File: config.mk
export PLATFORM = sky130hd
export DESIGN_NAME = dm_arbiter
export DESIGN_NICKNAME = d
export VERILOG_FILES = /design/src/rtl/dm_arbiter_pkg.sv /design/src/rtl/dm_burst_agu.sv /design/src/rtl/dm_arbiter.sv
export SDC_FILE = /design/constraint.sdc
export NUM_CORES = 1
export LEC_CHECK = 0
export BUFFER_PORTS_ARGS = -buffer_cell sky130_fd_sc_hd__buf_4
export CORE_AREA = 5 5 139 141
export DETAILED_ROUTE_END_ITERATION = 12
export DIE_AREA = 0 0 144 146
export SYNTH_ARGS = -nofsm -noshare
export SYNTH_HDL_FRONTEND = slang
export SYNTH_SLANG_ARGS = --single-unit
File: constraint.sdc
create_clock -name clk_i -period 4.05 [get_ports clk_i]
set_input_delay 0.6075 -clock clk_i [delete_from_list [all_inputs] [get_ports clk_i]]
set_output_delay 0.6075 -clock clk_i [all_outputs]
set_load 0.02 [all_outputs]
File: src/rtl/dm_arbiter_pkg.sv
`default_nettype none
// ============================================================================
//  Module      : dm_arbiter_pkg
//  Description : Shared types and constants for the data-memory arbiter.
//                Holds the FSM state encoding, the port-select encoding,
//                the default parameter values and the word-index width.
//  Revision    : 1.0 - initial release
// ============================================================================
package dm_arbiter_pkg;

    // Default burst-length field width (burst length = len + 1, 1..16).
    localparam int DEF_BURST_W = 4;
    // Default data-memory depth in words.
    localparam int DEF_WORDS   = 1024;
    // Word-index width for the default depth (address[11:2]).
    localparam int DM_IDX_W    = 10;

    // Arbiter FSM state encoding.
    typedef enum logic [0:0] {
        ST_IDLE  = 1'b0,
        ST_BURST = 1'b1
    } state_e;

    // Round-robin pointer / port-select encoding.
    typedef enum logic [0:0] {
        SEL_M0 = 1'b0,
        SEL_M1 = 1'b1
    } port_sel_e;

endpackage : dm_arbiter_pkg
`default_nettype wire

File: src/rtl/dm_burst_agu.sv
`default_nettype none
// ============================================================================
//  Module      : dm_burst_agu
//  Description : Burst address generator for the M1 port. Latches the
//                word-aligned start address, write enable and length at burst
//                start, tracks the beat counter, wraps the word index modulo
//                WORDS and flags the final beat.
//  Ports       : clk_i, rst_ni        - clock, async active-low reset
//                start_i              - latch burst parameters (beat 0 grant)
//                start_addr_i[31:2]   - word address of the burst start
//                start_we_i, start_len_i - burst write enable / length-1
//                advance_i            - a burst beat (>=1) is performed
//                addr_o               - byte address of the current beat
//                we_o                 - latched write enable
//                last_o               - current beat is the final one
//  Revision    : 1.0 - initial release
// ============================================================================
module dm_burst_agu
    import dm_arbiter_pkg::*;
#(
    parameter int BURST_W = DEF_BURST_W,
    parameter int WORDS   = DEF_WORDS
) (
    input  logic                clk_i,
    input  logic                rst_ni,
    input  logic                start_i,
    input  logic [31:2]         start_addr_i,
    input  logic                start_we_i,
    input  logic [BURST_W-1:0]  start_len_i,
    input  logic                advance_i,
    output logic [31:0]         addr_o,
    output logic                we_o,
    output logic                last_o
);

    localparam int              IDX_W   = $clog2(WORDS);
    localparam logic [IDX_W:0]  WORDS_V = (IDX_W+1)'(WORDS);

    logic [31:2]        start_q;
    logic               we_q;
    logic [BURST_W-1:0] len_q;
    logic [BURST_W-1:0] cnt_q;

    logic [IDX_W:0]     sum;
    logic [IDX_W-1:0]   idx;

    always_ff @(posedge clk_i or negedge rst_ni) begin
        if (!rst_ni) begin
            start_q <= '0;
            we_q    <= 1'b0;
            len_q   <= '0;
            cnt_q   <= '0;
        end else if (start_i) begin
            start_q <= start_addr_i;
            we_q    <= start_we_i;
            len_q   <= start_len_i;
            // Beat 0 is performed in the start cycle; a single-beat burst
            // never enters BURST, so its counter stays at zero.
            cnt_q   <= (start_len_i == '0) ? '0 : BURST_W'(1);
        end else if (advance_i) begin
            cnt_q   <= last_o ? '0 : cnt_q + BURST_W'(1);
        end
    end

    // One extra bit of headroom so a single conditional subtract wraps the
    // index even when WORDS is not a power of two.
    assign sum    = {1'b0, start_q[IDX_W+1:2]} + (IDX_W+1)'(cnt_q);
    assign idx    = (sum >= WORDS_V) ? IDX_W'(sum - WORDS_V) : IDX_W'(sum);

    // Upper address bits stay at the start value across the wrap.
    assign addr_o = {start_q[31:IDX_W+2], idx, 2'b00};
    assign we_o   = we_q;
    assign last_o = (cnt_q == len_q);

endmodule : dm_burst_agu
`default_nettype wire

File: src/rtl/dm_arbiter.sv
`default_nettype none
// ============================================================================
//  Module      : dm_arbiter
//  Description : Two-master arbiter for a single-port data memory. M0 is the
//                pipeline MEM stage (single-word, granted combinationally),
//                M1 is a burst port (loader/DMA). Contention in IDLE is
//                resolved by a round-robin pointer; once a burst starts M1
//                owns the memory until its final beat.
//  Ports       : clk_i, rst_ni                 - clock, async active-low reset
//                m0_*_i / m0_gnt_o, m0_rd_o    - single-word master
//                m1_*_i / m1_gnt_o, m1_rd_o,
//                m1_done_o                     - burst master
//                mem_we_o, mem_addr_o, mem_wd_o,
//                mem_pc_o, mem_rd_i            - data-memory port
//                err_o                         - misaligned M0 access pulse
//  Revision    : 1.0 - initial release
// ============================================================================
module dm_arbiter
    import dm_arbiter_pkg::*;
#(
    parameter int BURST_W = DEF_BURST_W,
    parameter int WORDS   = DEF_WORDS
) (
    input  logic                clk_i,
    input  logic                rst_ni,
    // M0: pipeline MEM stage
    input  logic                m0_req_i,
    input  logic                m0_we_i,
    input  logic [31:0]         m0_addr_i,
    input  logic [31:0]         m0_wd_i,
    input  logic [31:0]         m0_pc_i,
    output logic                m0_gnt_o,
    output logic [31:0]         m0_rd_o,
    // M1: burst port
    input  logic                m1_req_i,
    input  logic                m1_we_i,
    input  logic [31:0]         m1_addr_i,
    input  logic [BURST_W-1:0]  m1_len_i,
    input  logic [31:0]         m1_wd_i,
    output logic                m1_gnt_o,
    output logic [31:0]         m1_rd_o,
    output logic                m1_done_o,
    // Data memory
    output logic                mem_we_o,
    output logic [31:0]         mem_addr_o,
    output logic [31:0]         mem_wd_o,
    output logic [31:0]         mem_pc_o,
    input  logic [31:0]         mem_rd_i,
    // Status
    output logic                err_o
);

    state_e     state_q, state_d;
    port_sel_e  ptr_q;

    logic        m0_win;
    logic        m1_win;
    logic        m0_misal;
    logic        len_zero;
    logic        agu_adv;
    logic [31:0] agu_addr;
    logic        agu_we;
    logic        agu_last;

    // ------------------------------------------------------------------
    // Arbitration (only meaningful in IDLE)
    // ------------------------------------------------------------------
    assign m0_win   = (state_q == ST_IDLE) && m0_req_i &&
                      (!m1_req_i || (ptr_q == SEL_M0));
    assign m1_win   = (state_q == ST_IDLE) && m1_req_i &&
                      (!m0_req_i || (ptr_q == SEL_M1));
    assign m0_misal = |m0_addr_i[1:0];
    assign len_zero = (m1_len_i == '0);
    assign agu_adv  = (state_q == ST_BURST) && m1_req_i;

    dm_burst_agu #(
        .BURST_W (BURST_W),
        .WORDS   (WORDS)
    ) u_agu (
        .clk_i        (clk_i),
        .rst_ni       (rst_ni),
        .start_i      (m1_win),
        .start_addr_i (m1_addr_i[31:2]),
        .start_we_i   (m1_we_i),
        .start_len_i  (m1_len_i),
        .advance_i    (agu_adv),
        .addr_o       (agu_addr),
        .we_o         (agu_we),
        .last_o       (agu_last)
    );

    // ------------------------------------------------------------------
    // FSM: state register
    // ------------------------------------------------------------------
    always_ff @(posedge clk_i or negedge rst_ni) begin
        if (!rst_ni) begin
            state_q <= ST_IDLE;
        end else begin
            state_q <= state_d;
        end
    end

    // ------------------------------------------------------------------
    // FSM: next-state logic
    // ------------------------------------------------------------------
    always_comb begin
        state_d = state_q;
        case (state_q)
            ST_IDLE: begin
                if (m1_win && !len_zero) begin
                    state_d = ST_BURST;
                end
            end
            ST_BURST: begin
                if (m1_req_i && agu_last) begin
                    state_d = ST_IDLE;
                end
            end
            default: state_d = ST_IDLE;
        endcase
    end

    // ------------------------------------------------------------------
    // FSM: output logic. Everything is qualified with rst_ni so that no
    // grant or write escapes while reset is held, even though the grants
    // are combinational on the request inputs.
    // ------------------------------------------------------------------
    always_comb begin
        m0_gnt_o   = 1'b0;
        m1_gnt_o   = 1'b0;
        m1_done_o  = 1'b0;
        err_o      = 1'b0;
        mem_we_o   = 1'b0;
        mem_addr_o = m0_addr_i;
        mem_wd_o   = m0_wd_i;
        mem_pc_o   = 32'h0;
        if (rst_ni) begin
            case (state_q)
                ST_IDLE: begin
                    if (m0_win) begin
                        m0_gnt_o = 1'b1;
                        mem_pc_o = m0_pc_i;
                        err_o    = m0_misal;
                        mem_we_o = m0_we_i && !m0_misal;
                    end else if (m1_win) begin
                        // Beat 0 is addressed straight from the inputs; the
                        // generator only takes over from beat 1.
                        m1_gnt_o   = 1'b1;
                        mem_addr_o = m1_addr_i & ~32'h3;
                        mem_wd_o   = m1_wd_i;
                        mem_we_o   = m1_we_i;
                        m1_done_o  = len_zero;
                    end
                end
                ST_BURST: begin
                    if (m1_req_i) begin
                        m1_gnt_o   = 1'b1;
                        mem_addr_o = agu_addr;
                        mem_wd_o   = m1_wd_i;
                        mem_we_o   = agu_we;
                        m1_done_o  = agu_last;
                    end
                end
                default: ;
            endcase
        end
    end

    // ------------------------------------------------------------------
    // Round-robin pointer: hand priority to M1 after any M0 access and
    // back to M0 once a burst has completed.
    // ------------------------------------------------------------------
    always_ff @(posedge clk_i or negedge rst_ni) begin
        if (!rst_ni) begin
            ptr_q <= SEL_M0;
        end else if (m0_gnt_o) begin
            ptr_q <= SEL_M1;
        end else if (m1_done_o) begin
            ptr_q <= SEL_M0;
        end
    end

    assign m0_rd_o = mem_rd_i;
    assign m1_rd_o = mem_rd_i;

endmodule : dm_arbiter
`default_nettype wire

==> out/metrics.yaml, run 1 <==
yosysTopAreaCellShare_pct: 27.8
yosysMostFrequentCell: "nand2_1"
reg2reg_from: "ptr_q"
hold_viol_final: 0
clock_sinks: 41
p_leak_uw: 0.00296
drtPass1Iterations: 6
slew_headroom_pct: 51.6
setup_viol: 0
end_kind: "primary output"
power_density_nw_per_um2: 476
reg2reg_depth: 4
track_usage_pct: 14.5
path_class: "reg -> out"
rsz0062_at_grt: "no"
synth_xor_area_share_pct: 2.61
std_cell_rows: 49
cts.clk_slew.worst_paths_ns: 0.06
worstPathRequired_ns: 3.44
num_vias: 3874
cpPeakStageDelay_ns: 0.52
postSynthAreaPerCell_um2: 8.20
total_power_uw: 2670
async_reset_ff_share_pct: 100
boundaryPins: 367
drc: 0
post_cts_buffers: 0
power_switching_uw: 996
synth_area_um2: 3690
maxSlewViolCount: 0
synth_seq_area_share_pct: 27.8
synth_fa_ha_area_share_pct: 2.24
die_w_um: 144
clock_latency_ns: 0.29
grt_pass1_wl_mm: 23.7
fmax_mhz: 317
finalNetCount: 845
start_util_pct: 20.7
crit_buf_inv: 3
core_area_um2: 17800
p_sw_share_pct: 37.3
cp-start-kind: "register"
cts_max_level: 2
seq_power_share_pct: 29.1
cts_buffers: 5
wl_mm: 16.4
clockBufferDepth: 2
crit_chain: "nand2b_2 > nor2_1 > or2_2 > inv_1 > buf_4 > nand2_1 > nand2_1 > buf_4"
synth-simple-area-share_pct: 21.7
synth_commonest_cells: "108 x nand2_1, 65 x buf_4, 46 x a22o_1"
cp_max_fo: 30
drt-vias-per-instance: 4.47
fin_crit_sh_pct: 77.8
gp_congestion: 0.808
dp.cells: 859
synth_warnings: 0
synth_mux_area_share_pct: 10.6
postSynthCellCount: 450
cts_tree: "done"
synth-seq-cells: 41
period_needed_ns: 3.15
die-area_um2: 21000
drive_above_1_share_pct: 50.5
irDropWorstVdd_uv: 265
cp_slowest_cell: "or2_2"
tightest_slew_ns: 0.725
cts_hold_buffers: 0
dr.first_iter.drc_count: 205
reg2reg_slack_ns: 2.21
synth-compound-area-share_pct: 16.9
synth_top_family_by_area: "simple AND/OR/NAND/NOR gates"
area_delta_synth_final_pct: 52.0
final_area_um2: 5610
power_frac_comb_pct: 51.6
die_y_um: 146
maxCapViolations: 0
r2r-end: "u_agu.start_q[17]"
cts_resized: 0
wire_per_inst_um: 18.9
synth_area_leaders: "dfrtp_1 28%, buf_4 13%, nand2_1 11%"
antenna_found_initial: 1
hp-class: "in -> async"
synth_area_leader_cell: "dfrtp_1"
synth-edff-count: 0
ant_nets: 0
globalRouteOverflowTotal: 0
n_antenna_cell: 0
synth_top_flop_cell: "dfrtp_1"
yosysUniqueCellTypes: 41
grt_max_degree: 77
worst_ep_arrival_time_ns: 2.54
outcome: "completed"
p_clk_share_pct: 19.3
io_buffer_count: 268
dp_hpwl_mm: 13.7
syn-num-nets: 658
fin_skew_ns: 0.00703
p_int_uw: 1670
tns_ns: 0
crit_family: "simple AND/OR/NAND/NOR gates"
grt_pass1_vias: 3858
final_cells: 867
cts_root_buffer: "clkbuf_16"
placed_cell_area_um2: 5420
==> registers in the layout (all words and copies together) (netlist names) <==
| name | flops |
|---|---|
| u_agu.start_q | 30 |
| u_agu.cnt_q | 4 |
| u_agu.len_q | 4 |
| ptr_q | 1 |
| state_q | 1 |
| u_agu.we_o | 1 |
==> layout by cell type, fill, tap and decap left out, types with 2 or more instances in the layout <==
| cell | n |
|---|---|
| a21o_1 | 2 |
| a21oi_1 | 6 |
| a22o_1 | 46 |
| a22oi_1 | 6 |
| and2_1 | 5 |
| and3_1 | 32 |
| buf_4 | 274 |
| bufinv_16 | 2 |
| clkbuf_16 | 5 |
| dfrtp_1 | 41 |
| ha_1 | 5 |
| inv_1 | 9 |
| mux2_2 | 34 |
| nand2_1 | 108 |
| nand2b_1 | 2 |
| nand3_1 | 5 |
| nor2_1 | 8 |
| nor2b_1 | 2 |
| nor3_1 | 2 |
| o211ai_1 | 2 |
| o21ai_0 | 12 |
| o21ai_1 | 2 |
| xnor2_1 | 4 |
| xor2_1 | 7 |
==> worst max path at each step <==
stage	start	end	slack, ns	cells after the start
floorplan	u_agu.cnt_q[0]	mem_addr_o[10]	1.36	8
global placement	m0_req_i	mem_wd_o[22]	1.02	9
detailed placement	m0_req_i	mem_wd_o[22]	1.01	9
CTS	state_q	mem_wd_o[22]	0.82	8
global route	state_q	mem_addr_o[9]	0.66	7
finish	state_q	mem_wd_o[22]	0.90	8
==> stage by stage <==
step / util, % / hold WS (ns) / worst slack, ns
final: 31.4 / 0.320 / 0.898
after global routing: 31.4 / 0.347 / 0.660
after CTS: 31.4 / 0.324 / 0.816
after detailed placement: 30.4 / 0.496 / 1.01
after global placement: 30.4 / 0.489 / 1.02
after floorplan: - / 0.312 / 1.36
==> routing by layer <==
layer  vias up  part of all wire [%]  track usage (%)
li1       1858                     -                -
met3        28                    13             5.85
met1      1737                    36             17.1
met5         -                  0.12            0.718
met2       249                    49             24.2
met4         2                   2.0             4.00
==> power groups by stage <==
stage	clock, uW	sequential [uW]	combinational (uW)
after floorplan	0	730	1010
after global placement	0	773	1380
after detailed placement	0	779	1390
after CTS	529	776	1400
after global routing	546	807	1520
final	514	776	1380
==> cell type report <==
class                      instances  area (um2)
sequential                        41        1030
fill                            1902       12200
clock inverter                     3        65.1
tap                              229         287
multi-input combinational        305        1990
timing repair buffer             275        2080
inverter                           9        33.8
clock buffer                       5         125
==> cell families after synthesis <==
family / count (synthesis)
AOI/OAI and AO/OA: 81
xor gates and xnor gates: 11
adders and majority gates: 6
buffers and inverters: 104
DFF: 41
muxes: 35
and+or+nand+nor: 172
No activity file was read; power rests on OpenSTA's default activity.
==> run 2: changes to the inputs <==
CORE_AREA = 5 5 141 143   (was 5 5 139 141)
DIE_AREA = 0 0 146 148   (was 0 0 144 146)
clock period = 3 ns   (was 4.05 ns; I/O delays follow)
==> out/metrics.yaml, run 2 (synthesis gave the netlist of run 1 again) <==
reg2reg_slack_ns: 1.32
cp_slowest_cell: "dfrtp_2"
cts_root_buffer: "clkbuf_16"
outcome: "completed"
slew_headroom_pct: 58.4
largest_reg_flops: 30
maxCapViolations: 0
num_vias: 3813
fin_skew_ns: 0.00692
period_needed_ns: 2.78
cts_buffers: 5
cp_max_fo: 6
crit_family: "adder cells"
top_regs: "u_agu.start_q x30, u_agu.cnt_q x4, u_agu.len_q x4"
n_antenna_cell: 0
mostFrequentLayoutCells: "275 x buf_4, 108 x nand2_1, 46 x a22o_1"
tightest_slew_ns: 0.624
hold_viol_final: 0
irDropWorstVdd_uv: 310
num-fill-cells: 2002
grt_pass1_vias: 3906
mostFrequentLayoutCell: "buf_4"
std_cell_rows: 50
drt-vias-per-instance: 4.36
boundaryPins: 367
cts_hold_buffers: 0
reg2reg_depth: 5
end_kind: "primary output"
start_util_pct: 20.0
maxSlewViolCount: 0
die_w_um: 146
worstPathRequired_ns: 2.55
dr.first_iter.drc_count: 138
clockBufferDepth: 2
regMostFlops: "u_agu.start_q"
die-area_um2: 21600
ant_nets: 0
gp_congestion: 0.769
drtPass1Iterations: 4
antenna_found_initial: 0
cts_max_level: 2
wl_mm: 16.4
setup_viol: 0
grt_pass1_wl_mm: 23.8
multi_input_area_um2: 2000
wire_per_inst_um: 18.8
fin_crit_sh_pct: 92.7
path_depth: 9
cts.clk_slew.worst_paths_ns: 0.06
cp-start-kind: "register"
cts_tree: "done"
regArea_um2: 1030
tns_ns: 0
finalNetCount: 847
power_density_nw_per_um2: 616
clock_latency_ns: 0.28
dp_hpwl_mm: 13.5
hp-class: "in -> async"
core_area_um2: 18500
cts_resized: 0
finish.utilization_pct: 30.3
crit_chain: "ha_1 > inv_1 > fa_1 > nand2b_1 > a21oi_2 > nand3_1 > xor2_1 > o21ai_0 > buf_4"
post_cts_buffers: 0
cpPeakStageDelay_ns: 0.42
area_delta_synth_final_pct: 51.7
fmax_mhz: 360
die_y_um: 148
track_usage_pct: 14.0
p_leak_uw: 0.00295
rsz0062_at_grt: "no"
path_class: "reg -> out"
io_buffer_count: 268
drc: 0
drive_above_1_share_pct: 50.9
crit_buf_inv: 2
grt_max_degree: 63
worst_ep_arrival_time_ns: 2.33
clock_sinks: 41
globalRouteOverflowTotal: 0
run 2: cell types whose count changed in the layout (fill, tap and decap cells not counted), sizes merged:
cell,before,now
bufinv,2,0
clkinv,1,2
clkinvlp,0,1
buf,275,277
run 2: cell type report:
class	instances	share of cell area, %
Clock buffer	5	2.23
Clock inverter	3	0.313
Inverter	9	0.603
Multi-Input combinational cell	305	35.7
Sequential cell	41	18.3
Tap cell	234	5.23
Timing Repair Buffer	277	37.6
run 2: where the power goes:
part	internal (uW)	total [uW]	switching (uW)
Sequential	831	1040	214
Combinational	962	1880	914
Clock	305	528	222
Total	2100	3450	1350
run 2: worst paths after layout:
path                                   startpoint                 to
worst max-delay path               u_agu.cnt_q[0]     mem_addr_o[10]
min in group clk_i                   m1_addr_i[3]   u_agu.start_q[3]
worst max register to register     u_agu.cnt_q[3]              ptr_q
worst min-delay path                       rst_ni  u_agu.start_q[12]
max in group asynchronous                  rst_ni  u_agu.start_q[27]
worst min register to register  u_agu.start_q[29]  u_agu.start_q[29]
run 2: worst reg2reg max path, stage by stage, from the launching register on:
cell and delay, ns:
dfrtp_1 0.44, xor2_1 0.17, nor4_2 0.50, a21oi_1 0.13, nand2b_1 0.15, a21o_1 0.19
run 2: metrics by stage:
stage / instance area [um2] / total power, uW / hold slack, ns / setup WS (ns) / std cells
CTS: 5590 / 3500 / 0.000910 / 0.0763 / 874
global route: 5600 / 3720 / 0.00374 / 0.00325 / 874
finish: 5600 / 3450 / 0.00969 / 0.218 / 874
global placement: 5450 / 2920 / 0.313 / 0.472 / 866
floorplan: 3690 / 2350 / 0.154 / 0.463 / 450
detailed placement: 5450 / 2940 / 0.313 / 0.413 / 866
run 2: per-layer routing:
metal / GRT usage [%] / wire length [um]
met3: 5.92 / 1770
met1: 16.5 / 6540
met4: 2.92 / 221
met5: 0.909 / 0
met2: 23.9 / 7910
==> run 3: changes to the inputs <==
CORE_AREA = 5 5 140 142   (was 5 5 141 143)
DIE_AREA = 0 0 145 147   (was 0 0 146 148)
SYNTH_HIERARCHICAL = 1   (was unset)
==> out/metrics.yaml, run 3 <==
cp_max_fo: 4
power_density_nw_per_um2: 607
n_antenna_cell: 0
regArea_um2: 1030
grt_pass1_wl_mm: 23.4
synth_area_leaders: "dfrtp_1 23%, buf_4 15%, mux2_2 9.7%"
clock_sinks: 41
dr.first_iter.drc_count: 149
clock_latency_ns: 0.29
slew_headroom_pct: 61.2
mostFrequentLayoutCell: "buf_4"
irDropWorstVdd_uv: 248
synth_area_um2: 4420
largest_reg_flops: 30
yosysMostFrequentCell: "buf_4"
fmax_mhz: 352
worst_ep_arrival_time_ns: 2.39
yosysUniqueCellTypes: 48
antenna_found_initial: 0
mostFrequentLayoutCells: "283 x buf_4, 65 x nor2_1, 39 x dfrtp_1"
finalNetCount: 891
rsz0062_at_grt: "no"
cts_root_buffer: "clkbuf_16"
maxCapViolations: 0
boundaryPins: 367
cts_buffers: 5
drc: 0
drtPass1Iterations: 4
postSynthAreaPerCell_um2: 8.61
track_usage_pct: 13.6
fin_crit_sh_pct: 94.8
dpl_worst_slack_ns: 0.188
std_cell_rows: 50
setup_slack_ns: 0.156
start_util_pct: 24.1
finish.utilization_pct: 34.1
async_reset_ff_share_pct: 100
path_class: "reg -> out"
cp_slowest_cell: "fa_1"
hold_viol_final: 0
synth_commonest_cells: "87 x buf_4, 65 x nor2_1, 41 x dfrtp_1"
num_vias: 4179
gp_congestion: 0.752
grt_max_degree: 37
fin_skew_ns: 0.00660
die-area_um2: 21300
synth_seq_area_share_pct: 23.2
clockBufferDepth: 2
p_leak_uw: 0.00297
regMostFlops: "u_agu/start_q"
wl_mm: 15.3
maxSlewViolCount: 0
globalRouteOverflowTotal: 0
synth_top_flop_cell: "dfrtp_1"
end_kind: "primary output"
top_regs: "u_agu/start_q x30, u_agu/cnt_q x4, u_agu/len_q x4"
cp-start-kind: "register"
tns_ns: 0
wire_per_inst_um: 16.7
synth-edff-count: 0
core_area_um2: 18300
period_needed_ns: 2.84
worstPathRequired_ns: 2.55
multi_input_area_um2: 2580
cts_max_level: 2
cpPeakStageDelay_ns: 0.42
synth-seq-cells: 41
hp-class: "in -> async"
area_delta_synth_final_pct: 41.5
grt_pass1_vias: 4280
yosysTopAreaCellShare_pct: 23.2
synth_area_leader_cell: "dfrtp_1"
die_w_um: 145
synth_warnings: 6
reg2reg_depth: 4
crit_chain: "ha_2 > inv_1 > fa_1 > nand2b_4 > a211oi_2 > xor2_1 > nor2_1 > nor3_2 > buf_4"
ant_nets: 0
die_y_um: 147
dp_hpwl_mm: 12.4
cts.clk_slew.worst_paths_ns: 0.06
postSynthCellCount: 513
io_buffer_count: 268
drive_above_1_share_pct: 54.5
num-fill-cells: 1940
tightest_slew_ns: 0.580
outcome: "completed"
cts_hold_buffers: 0
cts_tree: "done"
setup_viol: 0
drt-vias-per-instance: 4.56
-- run 3: changes by cell type after synthesis, moves of 22 or more --
| cell | change |
|---|---|
| and3_1 | -32 |
| nor2_1 | +57 |
| nor4_1 | +30 |
| o2bb2ai_1 | +30 |
| buf_4 | +22 |
| nor3_1 | +28 |
| nand2_1 | -99 |
| a22o_1 | -46 |
| mux2_4 | +27 |
| and2_1 | +29 |
-- run 3: layer usage --
layer  global-route usage, %  vias to the layer above  wire length, um
met4                    4.33                        0              342
li1                        -                     2063                -
met3                    4.78                       33             1320
met2                    23.7                      196             7480
met5                       0                        -                0
met1                    15.6                     1887             6140
-- run 3: worst max-delay path, delay by kind of cell (launching register included) --
| kind | cells | cell delay (ns) |
|---|---|---|
| buffers and inverters | 2 | 0.24 |
| and+or+nand+nor | 3 | 0.45 |
| DFF | 1 | 0.37 |
| adders and majority gates | 2 | 0.63 |
| xor gates and xnor gates | 1 | 0.18 |
| AOI/OAI and AO/OA | 1 | 0.26 |
-- run 3: path summary, 6_finish.rpt --
| kind | to | slack (ns) | start |
|---|---|---|---|
| worst max-delay path | mem_addr_o[8] | 0.16 | u_agu/cnt_q[0] |
| min in group clk_i | u_agu/start_q[10] | 0.38 | m1_addr_i[10] |
| worst min-delay path | u_agu/start_q[5] | 0.02 | rst_ni |
| worst max register to register | u_agu/cnt_q[0] | 1.24 | ptr_q |
| worst min register to register | u_agu/start_q[15] | 0.51 | u_agu/start_q[15] |
| max in group asynchronous | u_agu/start_q[17] | 2.46 | rst_ni |
-- run 3: timing repair --
item | 4_1_cts | 5_1_grt
pin swaps | 0 | 1
endpoints found under the setup margin | 2 | 2
resized for setup | 4 | 1
buffers inserted | 0 | 1
-- run 3: metrics by stage --
step	power, uW	hold WS [ns]	std cells	cell area [um2]
finish	3790	0.0219	917	6250
global route	4110	0.0260	917	6250
CTS	3840	0.0209	916	6230
detailed placement	3290	0.339	909	6090
global placement	3240	0.337	909	6090
floorplan	2770	0.154	514	4420
-- run 3: cell type report --
class                   count  area share, %
inverters                   8          0.480
clock inverters             1         0.0801
repair buffers            286           35.0
flip-flops and latches     41           16.5
multi-input cells         341           41.3
clock buffers               6           2.06
well taps                 234           4.68
-- run 3: report_power, final --
part           switching, uW  internal (uW)  total [uW]
clock                    212            302         515
sequential               227            827        1050
combinational           1150           1070        2220
-- run 3: cells by family after synthesis --
group	synth area share [%]
AND/OR/NAND/NOR	22.7
buffers and inverters	19.4
multiplexers	19.3
AO/OA/AOI/OAI	11.6
flip-flops	23.2
XOR/XNOR	1.78
adder cells (fa/ha/maj)	1.87
other	0.0849
